==> config.mk <==
export PLATFORM = sky130hd
export DESIGN_NAME = mdu_issue
export DESIGN_NICKNAME = d
export VERILOG_FILES = /design/src/rtl/mdu_issue_pkg.sv /design/src/rtl/mdu_issue_ereg.sv /design/src/rtl/mdu_issue.sv
export SDC_FILE = /design/constraint.sdc
export NUM_CORES = 1
export LEC_CHECK = 0
export ABC_CLOCK_PERIOD_IN_PS = 1740
export CAP_MARGIN = 15
export CORE_ASPECT_RATIO = 2
export CORE_MARGIN = 3
export CORE_UTILIZATION = 32
export CTS_CLUSTER_DIAMETER = 80
export DETAILED_ROUTE_END_ITERATION = 8
export GPL_TIMING_DRIVEN = 0
export PLACE_DENSITY = 0.78
export SKIP_CTS_REPAIR_TIMING = 1
export SYNTH_ARGS = -nofsm -noshare
export SYNTH_HDL_FRONTEND = slang
export SYNTH_HIERARCHICAL = 1
export SYNTH_SLANG_ARGS = --single-unit
==> constraint.sdc <==
create_clock -name clk -period 1.74 [get_ports clk]
set_input_delay 0.348 -clock clk [delete_from_list [all_inputs] [get_ports clk]]
set_output_delay 0.348 -clock clk [all_outputs]
set_load 0.1 [all_outputs]
==> src/rtl/mdu_issue_pkg.sv <==
// Shared multiply/divide constants: opcode encodings, latencies and small decode helpers
// used by the issue logic, the MDU and the decoder.
package mdu_issue_pkg;

  localparam int MD_OP_W = 4;

  localparam logic [MD_OP_W-1:0] MD_NONE  = 4'd0;
  localparam logic [MD_OP_W-1:0] MD_MULT  = 4'd1;
  localparam logic [MD_OP_W-1:0] MD_MULTU = 4'd2;
  localparam logic [MD_OP_W-1:0] MD_DIV   = 4'd3;
  localparam logic [MD_OP_W-1:0] MD_DIVU  = 4'd4;
  localparam logic [MD_OP_W-1:0] MD_MTHI  = 4'd5;
  localparam logic [MD_OP_W-1:0] MD_MTLO  = 4'd6;
  localparam logic [MD_OP_W-1:0] MD_MFHI  = 4'd7;
  localparam logic [MD_OP_W-1:0] MD_MFLO  = 4'd8;

  localparam logic [3:0] MULT_LAT = 4'd5;
  localparam logic [3:0] DIV_LAT  = 4'd10;

  typedef enum logic {
    MD_IDLE = 1'b0,
    MD_WAIT = 1'b1
  } md_state_e;

  typedef struct packed {
    logic [MD_OP_W-1:0] op;
    logic [31:0]        rs;
    logic [31:0]        rt;
  } e_md_t;

  function automatic logic md_is_start(input logic [MD_OP_W-1:0] op);
    return (op == MD_MULT) || (op == MD_MULTU) || (op == MD_DIV) || (op == MD_DIVU);
  endfunction

  function automatic logic md_is_write(input logic [MD_OP_W-1:0] op);
    return (op == MD_MTHI) || (op == MD_MTLO);
  endfunction

  function automatic logic md_is_mf(input logic [MD_OP_W-1:0] op);
    return (op == MD_MFHI) || (op == MD_MFLO);
  endfunction

  function automatic logic [3:0] md_latency(input logic [MD_OP_W-1:0] op);
    return ((op == MD_DIV) || (op == MD_DIVU)) ? DIV_LAT : MULT_LAT;
  endfunction

endpackage

==> src/rtl/mdu_issue_ereg.sv <==
// E-stage pipeline register for MD instructions: load, hold, or replace with a bubble.
module mdu_issue_ereg
  import mdu_issue_pkg::*;
(
  input  logic  clk,
  input  logic  reset,
  input  logic  flush_i,
  input  logic  hold_i,
  input  logic  bubble_i,
  input  e_md_t d_i,
  output e_md_t q_o
);

  e_md_t e_d, e_q;

  // A flush wins over a hold: the excepting instruction must never reach the MDU.
  always_comb begin
    e_d = e_q;
    if (flush_i) begin
      e_d = '0;
    end else if (!hold_i) begin
      e_d = bubble_i ? '0 : d_i;
    end
  end

  always_ff @(posedge clk) begin
    if (reset) begin
      e_q <= '0;
    end else begin
      e_q <= e_d;
    end
  end

  assign q_o = e_q;

endmodule

==> src/rtl/mdu_issue.sv <==
// Multiply/divide issue control: hands E-stage MD ops to the MDU, stalls dependent MD ops
// in D while the MDU is busy, and supplies mfhi/mflo results to the E result mux.
module mdu_issue
  import mdu_issue_pkg::*;
(
  input  logic        clk,
  input  logic        reset,
  input  logic        d_valid,
  input  logic [3:0]  d_md_op,
  input  logic [31:0] d_rs,
  input  logic [31:0] d_rt,
  input  logic        req,
  input  logic        ext_stall,
  input  logic        mdu_busy,
  input  logic [31:0] mdu_hi,
  input  logic [31:0] mdu_lo,
  output logic [31:0] md_a,
  output logic [31:0] md_b,
  output logic        md_start,
  output logic        md_write,
  output logic [3:0]  md_op,
  output logic        stall_d,
  output logic        e_mf_valid,
  output logic [31:0] e_mf_data,
  output logic        busy_mismatch
);

  md_state_e  state_q;
  logic [3:0] cnt_q;
  logic       mism_q;
  e_md_t      d_md, e_q;
  logic       idle;

  assign d_md.op = d_valid ? d_md_op : MD_NONE;
  assign d_md.rs = d_rs;
  assign d_md.rt = d_rt;

  mdu_issue_ereg e_md_reg (
    .clk      (clk),
    .reset    (reset),
    .flush_i  (req),
    .hold_i   (ext_stall),
    .bubble_i (stall_d),
    .d_i      (d_md),
    .q_o      (e_q)
  );

  assign idle       = (state_q == MD_IDLE);
  assign md_start   = md_is_start(e_q.op) & ~req & idle;
  assign md_write   = md_is_write(e_q.op) & ~req & idle;
  assign md_op      = e_q.op;
  assign md_a       = e_q.rs;
  assign md_b       = e_q.rt;
  // Only MD instructions in D care about the MDU; everything else flows past.
  assign stall_d    = d_valid & (d_md_op != MD_NONE) & (md_start | ~idle);
  assign e_mf_valid = md_is_mf(e_q.op) & idle & ~req;

  always_comb begin
    e_mf_data = '0;
    if (e_q.op == MD_MFHI) begin
      e_mf_data = mdu_hi;
    end else if (e_q.op == MD_MFLO) begin
      e_mf_data = mdu_lo;
    end
  end

  // The MDU cannot be aborted, so req never shortens WAIT.
  always_ff @(posedge clk) begin
    if (reset) begin
      state_q <= MD_IDLE;
      cnt_q   <= '0;
    end else begin
      case (state_q)
        MD_IDLE: begin
          if (md_start && !ext_stall) begin
            state_q <= MD_WAIT;
            cnt_q   <= md_latency(e_q.op);
          end
        end
        MD_WAIT: begin
          cnt_q <= cnt_q - 4'd1;
          if (cnt_q == 4'd1) begin
            state_q <= MD_IDLE;
          end
        end
        default: begin
          state_q <= MD_IDLE;
          cnt_q   <= '0;
        end
      endcase
    end
  end

  always_ff @(posedge clk) begin
    if (reset) begin
      mism_q <= 1'b0;
    end else if (mdu_busy != (state_q == MD_WAIT)) begin
      mism_q <= 1'b1;
    end
  end

  assign busy_mismatch = mism_q;

endmodule

; Word-level counts from Yosys, hierarchy flattened
; Index checks and enable logic that the tools add are counted.
[totals]
word_cells = 49
out_inout_bits = 105
reg_bits = 74
[op_classes]
mux = 10
bitwise = 11
eq_ne = 11
n_reduce_logical = 10
addsub = 1
[ops]
columns = cell, n
row1 = $mux W68, 1
row2 = $mux W32, 2
row3 = $eq A4 B3 Y1 const B, 4
row4 = $mux W4, 3
row5 = $and A1 B1 Y1, 8
row6 = $eq A4 B1 Y1 const B, 2
row7 = $eq A4 B2 Y1 const B, 2
row8 = $pmux W4 S2, 1
row9 = $logic_or A1 B1 Y1, 6
row10 = $eq A4 B4 Y1 const B, 1
row11 = $reduce_bool A4 Y1, 1
row12 = $sub A4 B1 Y4 const B, 1
row13 = $mux W1, 2
row14 = $ne A2 B1 Y1 const B, 1
row15 = $not A1 Y1, 2
row16 = $pmux W1 S2, 1
row17 = $reduce_or A2 Y1, 1
row18 = $logic_and A1 B1 Y1, 1
row19 = $logic_not A1 Y1, 1
row20 = $ne A1 B1 Y1, 1
row21 = $or A1 B1 Y1, 1

; Logic depth before layout (Yosys ltp)
; Gate-level depths: netlist of the first run.
[logic_depth]
depth_word = 9
depth_mapped = 7
ltp_nobuf = 5

; Hierarchy
; The synthesis of the first run kept the hierarchy.
[by_module_without_submodules]
columns = mod, cells_per_inst, seq_area_each_um2, area_each_um2, n_inst
row1 = mdu_issue_ereg, 303, 1361.3, 2783.9, 1
row2 = mdu_issue, 99, 120.1, 802.0, 1

; Worst setup path after synthesis of the first run
; No wires, ideal clock.
[synth_timing]
path_kind = register -> output
start = register e_md_reg/q_o[64] (netlist name)
end = output e_mf_valid
slack_ns = -2.388
arrival_ns = 3.780
stages_incl_launch_ff = 6
t_required_ns = 1.392
path_cell_list = dfxtp_1 and4b_1 buf_2 buf_2 nor2_1 nor3_1
[synth_via]
elab_chain_len = 4
[synth_lines]
columns = element, line
row1 = $eq A4 B3 Y1 / $eq A4 B4 Y1 (equally long branches), mdu_issue_pkg.sv:40  ; return (op == MD_MFHI) || (op == MD_MFLO);
row2 = $logic_or A1 B1 Y1 *, mdu_issue_pkg.sv:40
row3 = $and A1 B1 Y1 * (2 in a row), mdu_issue.sv:56  ; assign e_mf_valid = md_is_mf(e_q.op) & idle & ~req;
row4 = "end, declared", mdu_issue.sv:23  ; output logic e_mf_valid,
; Every way passes the cells marked *; elsewhere a longest branch is shown, timed or not.

; Worst setup path after layout of the first run
[layout_timing]
start = register e_md_reg/q_o[66] (netlist name)
end = output e_mf_data[21]
[layout_via]
elab_chain_len = 3
[layout_lines]
columns = element, line
row1 = $eq A4 B4 Y1, mdu_issue.sv:62  ; end else if (e_q.op == MD_MFLO) begin
row2 = $mux W32, mdu_issue.sv:62
row3 = $mux W32 *, mdu_issue.sv:60  ; if (e_q.op == MD_MFHI) begin
row4 = "end, declared", mdu_issue.sv:24  ; output logic [31:0] e_mf_data,
; Marked as above.

==> results of run 1 <==
-- layer usage --
layer  up-vias  share of wire  track usage
met3        25          0.085       0.0618
met1      1910           0.32        0.175
met4         0          0.029       0.0685
met2       199           0.57        0.432
met5         -              0            0
li1       1972              -            -
-- per-stage QoR --
stage | util | power [mW] | std cells | hold slack (ps)
2_1_floorplan | - | 2.53 | 402 | 417
3_3_place_gp | 0.587 | 3.04 | 784 | 449
3_5_place_dp | 0.587 | 3.06 | 784 | 451
4_1_cts | 0.615 | 4.93 | 798 | 459
5_1_grt | 0.664 | 5.16 | 819 | 479
6_report | 0.664 | 4.98 | 819 | 464
-- Yosys cell counts, types with 2 or more instances --
cell type  instances  area, µm²
a21o_1             2       15.0
a21oi_1           71        355
a21oi_2            3       26.3
a22o_1            32        280
and2_1             4       25.0
and4b_1            3       30.0
buf_2             13       65.1
buf_6             12        135
clkbuf_1          12       45.0
dfxtp_1           74       1480
ha_1               2       25.0
inv_1              2       7.51
nand2_1           71        267
nand3_1            2       10.0
nor2_1             7       26.3
nor2b_1            2       12.5
nor3_1             2       10.0
o21ai_1            3       15.0
or3b_1            68        596
xor2_1             2       17.5
-- worst reg2reg max path: cells and delay by family (launching register included) --
family / cells / cell delay [ps]
DFF: 1 / 380
and+or+nand+nor: 3 / 900
AOI/OAI and AO/OA: 2 / 350
buffers and inverters: 2 / 280
-- cell families (layout without fill, tap and decap cells) --
kind of cell	Yosys count	after routing
compound gates	115	115
simple gates	169	169
fa+ha+maj	2	2
flops	74	74
xor+xnor	2	2
buf+inv	40	317
-- cell type report --
cell class | instances | area share
Sequential cell | 74 | 0.206
Clock buffer | 10 | 0.0344
Inverter | 2 | 0.00103
Multi-Input combinational cell | 288 | 0.317
Buffer | 38 | 0.0471
Clock inverter | 4 | 0.00705
Tap cell | 140 | 0.0241
Timing Repair Buffer | 263 | 0.364
-- sequential cells by signal, summed over array words and instances (netlist names) --
register and flops:
busy_mismatch 1, cnt_q 4, e_md_reg/q_o 68, state_q 1
-- power breakdown --
part           switching (mW)  total, mW  internal [mW]
combinational           0.772       1.33          0.560
clock                   0.682       1.86           1.18
sequential             0.0347       1.78           1.75
-- how the worst min path moves through the flow --
stage / from / end / slack (ps) / cells past startpoint
after global routing: e_md_reg/q_o[51]$_SDFFE_PP0N_ / e_md_reg/q_o[51]$_SDFFE_PP0N_ / 480 / 2
after detailed placement: e_md_reg/q_o[16]$_SDFFE_PP0N_ / e_md_reg/q_o[16]$_SDFFE_PP0N_ / 450 / 2
final: e_md_reg/q_o[2]$_SDFFE_PP0N_ / e_md_reg/q_o[2]$_SDFFE_PP0N_ / 460 / 2
after CTS: e_md_reg/q_o[0]$_SDFFE_PP0N_ / e_md_reg/q_o[0]$_SDFFE_PP0N_ / 460 / 2
after global placement: e_md_reg/q_o[42]$_SDFFE_PP0N_ / e_md_reg/q_o[42]$_SDFFE_PP0N_ / 450 / 2
after floorplan: reset / cnt_q[1]$_SDFFE_PP0P_ / 420 / 1
==> results.json, run 1 <==
{
  "status": "complete, but fails checks",
  "violations": "negative setup slack",
  "r2r-start": "e_md_reg/q_o[65]$_SDFFE_PP0N_",
  "die_w_um": 80.9,
  "placed_area_um2": 6420,
  "viasPerCell": 5.01,
  "ys_seq_area_frac": 0.413,
  "synth-simple-area-share": 0.298,
  "avgSynthCellArea_um2": 8.92,
  "fmax_mhz": 478,
  "syn_inst": 402,
  "drv_cap": 0,
  "io_pins": 243,
  "period_minus_slack_ps": 2090,
  "dp_hpwl_um": 11300,
  "grtUsageTotal": 0.208,
  "cp.depth": 5,
  "syn_area_um2": 3590,
  "synth_edf_count": 0,
  "wl_per_cell_um": 18.4,
  "cts_inserted_buffers": 9,
  "synth_mux_area_frac": 0,
  "die_height_um": 156,
  "clock_skew_ps": 8.30,
  "finalSetupTns_ps": -24670,
  "crit_end": "e_mf_data[21]",
  "r2r_end": "e_md_reg/q_o[50]$_SDFFE_PP0N_",
  "peakVddDrop_mv": 0.605,
  "rsz0062_at_grt": "yes",
  "finalCritPeriodShare": 1.20,
  "clock_path_buffers": 2,
  "nNetsFinal": 816,
  "worst_pin_slew_ps": 988,
  "cp_top_family": "buffers and inverters",
  "wl_um": 15100,
  "r2r_slack_ps": -240,
  "cp_slowest_cell": "dfxtp_4",
  "setup_viol": 105,
  "multiInputGateArea_um2": 2300,
  "vias": 4106,
  "clock-sinks": 74,
  "fillerInstances": 905,
  "pre_cts_ws_ps": -1290,
  "antennaDiodeCount": 0,
  "slew_headroom": 0.340,
  "synth_warnings": 6,
  "clkTransAtPathRegs_ps": 50,
  "register_area_um2": 1500,
  "synth_adder_area_share": 0.00698,
  "final_common_cell": "clkdlybuf4s50_1",
  "io_buffers": 242,
  "cts_tree": "done",
  "first_pass_iters": 4,
  "cp-start-kind": "flip-flop",
  "synth_compound_area_frac": 0.204,
  "area_growth_pct": 103,
  "grt_pass1_vias": 4004,
  "coreArea_um2": 10900,
  "cp.required_ps": 1390,
  "root_buffer": "clkbuf_16",
  "clk_latency_ps": 320,
  "final_cell_mix": "clkdlybuf4s50_1 (136), nand2_1 (71), dfxtp_1 (70)",
  "async_reset_ff_frac": 0,
  "synth_top_family_by_area": "simple AND/OR/NAND/NOR gates",
  "crit_fanout": 10,
  "ys.flop_type": "dfxtp_1",
  "crit_type": "reg -> out",
  "grt_max_degree": 13,
  "power.density_nw_per_um2": 684,
  "synth_xor_area_frac": 0.00488,
  "antenna_found_initial": 0,
  "finalMaxSlewViolations": 0,
  "critPathMaxStageDelay_ps": 380,
  "overflow": 0,
  "r2r_cells": 7,
  "gp_congestion": 0.725,
  "fin_area_um2": 7270,
  "critPathBufInv": 3,
  "grt_pass1_wl_um": 20200,
  "fp-row-count": 54,
  "hold_viol_final": 0,
  "path_cells": "nor4b_4 > buf_6 > buf_8 > a22o_2 > buf_12",
  "crit_arrival_ps": 1740,
  "initial_core_util": 0.328,
  "p_leak_nw": 2.95,
  "synthesis.nets": 542,
  "fp.dieArea_um2": 12600,
  "hold_class": "reg -> reg",
  "cp-end-kind": "primary output",
  "drcViolationCount": 0,
  "drive_gt1_frac": 0.404,
  "crit_start": "e_md_reg/q_o[66]$_SDFFE_PP0N_",
  "antenna_left": 0,
  "synth-seq-cells": 74,
  "ys_types": 35,
  "htreeDepth": 3,
  "setup_ws_ps": -352,
  "dr.first_iter.drc_count": 140
}
Power figures use the tool's default switching activity.
==> run 2: changes to the inputs <==
- CAP_MARGIN: 15 -> 20
==> results of run 2 <==
Same layout as run 1: the final DEF is identical, and so are final timing and power.
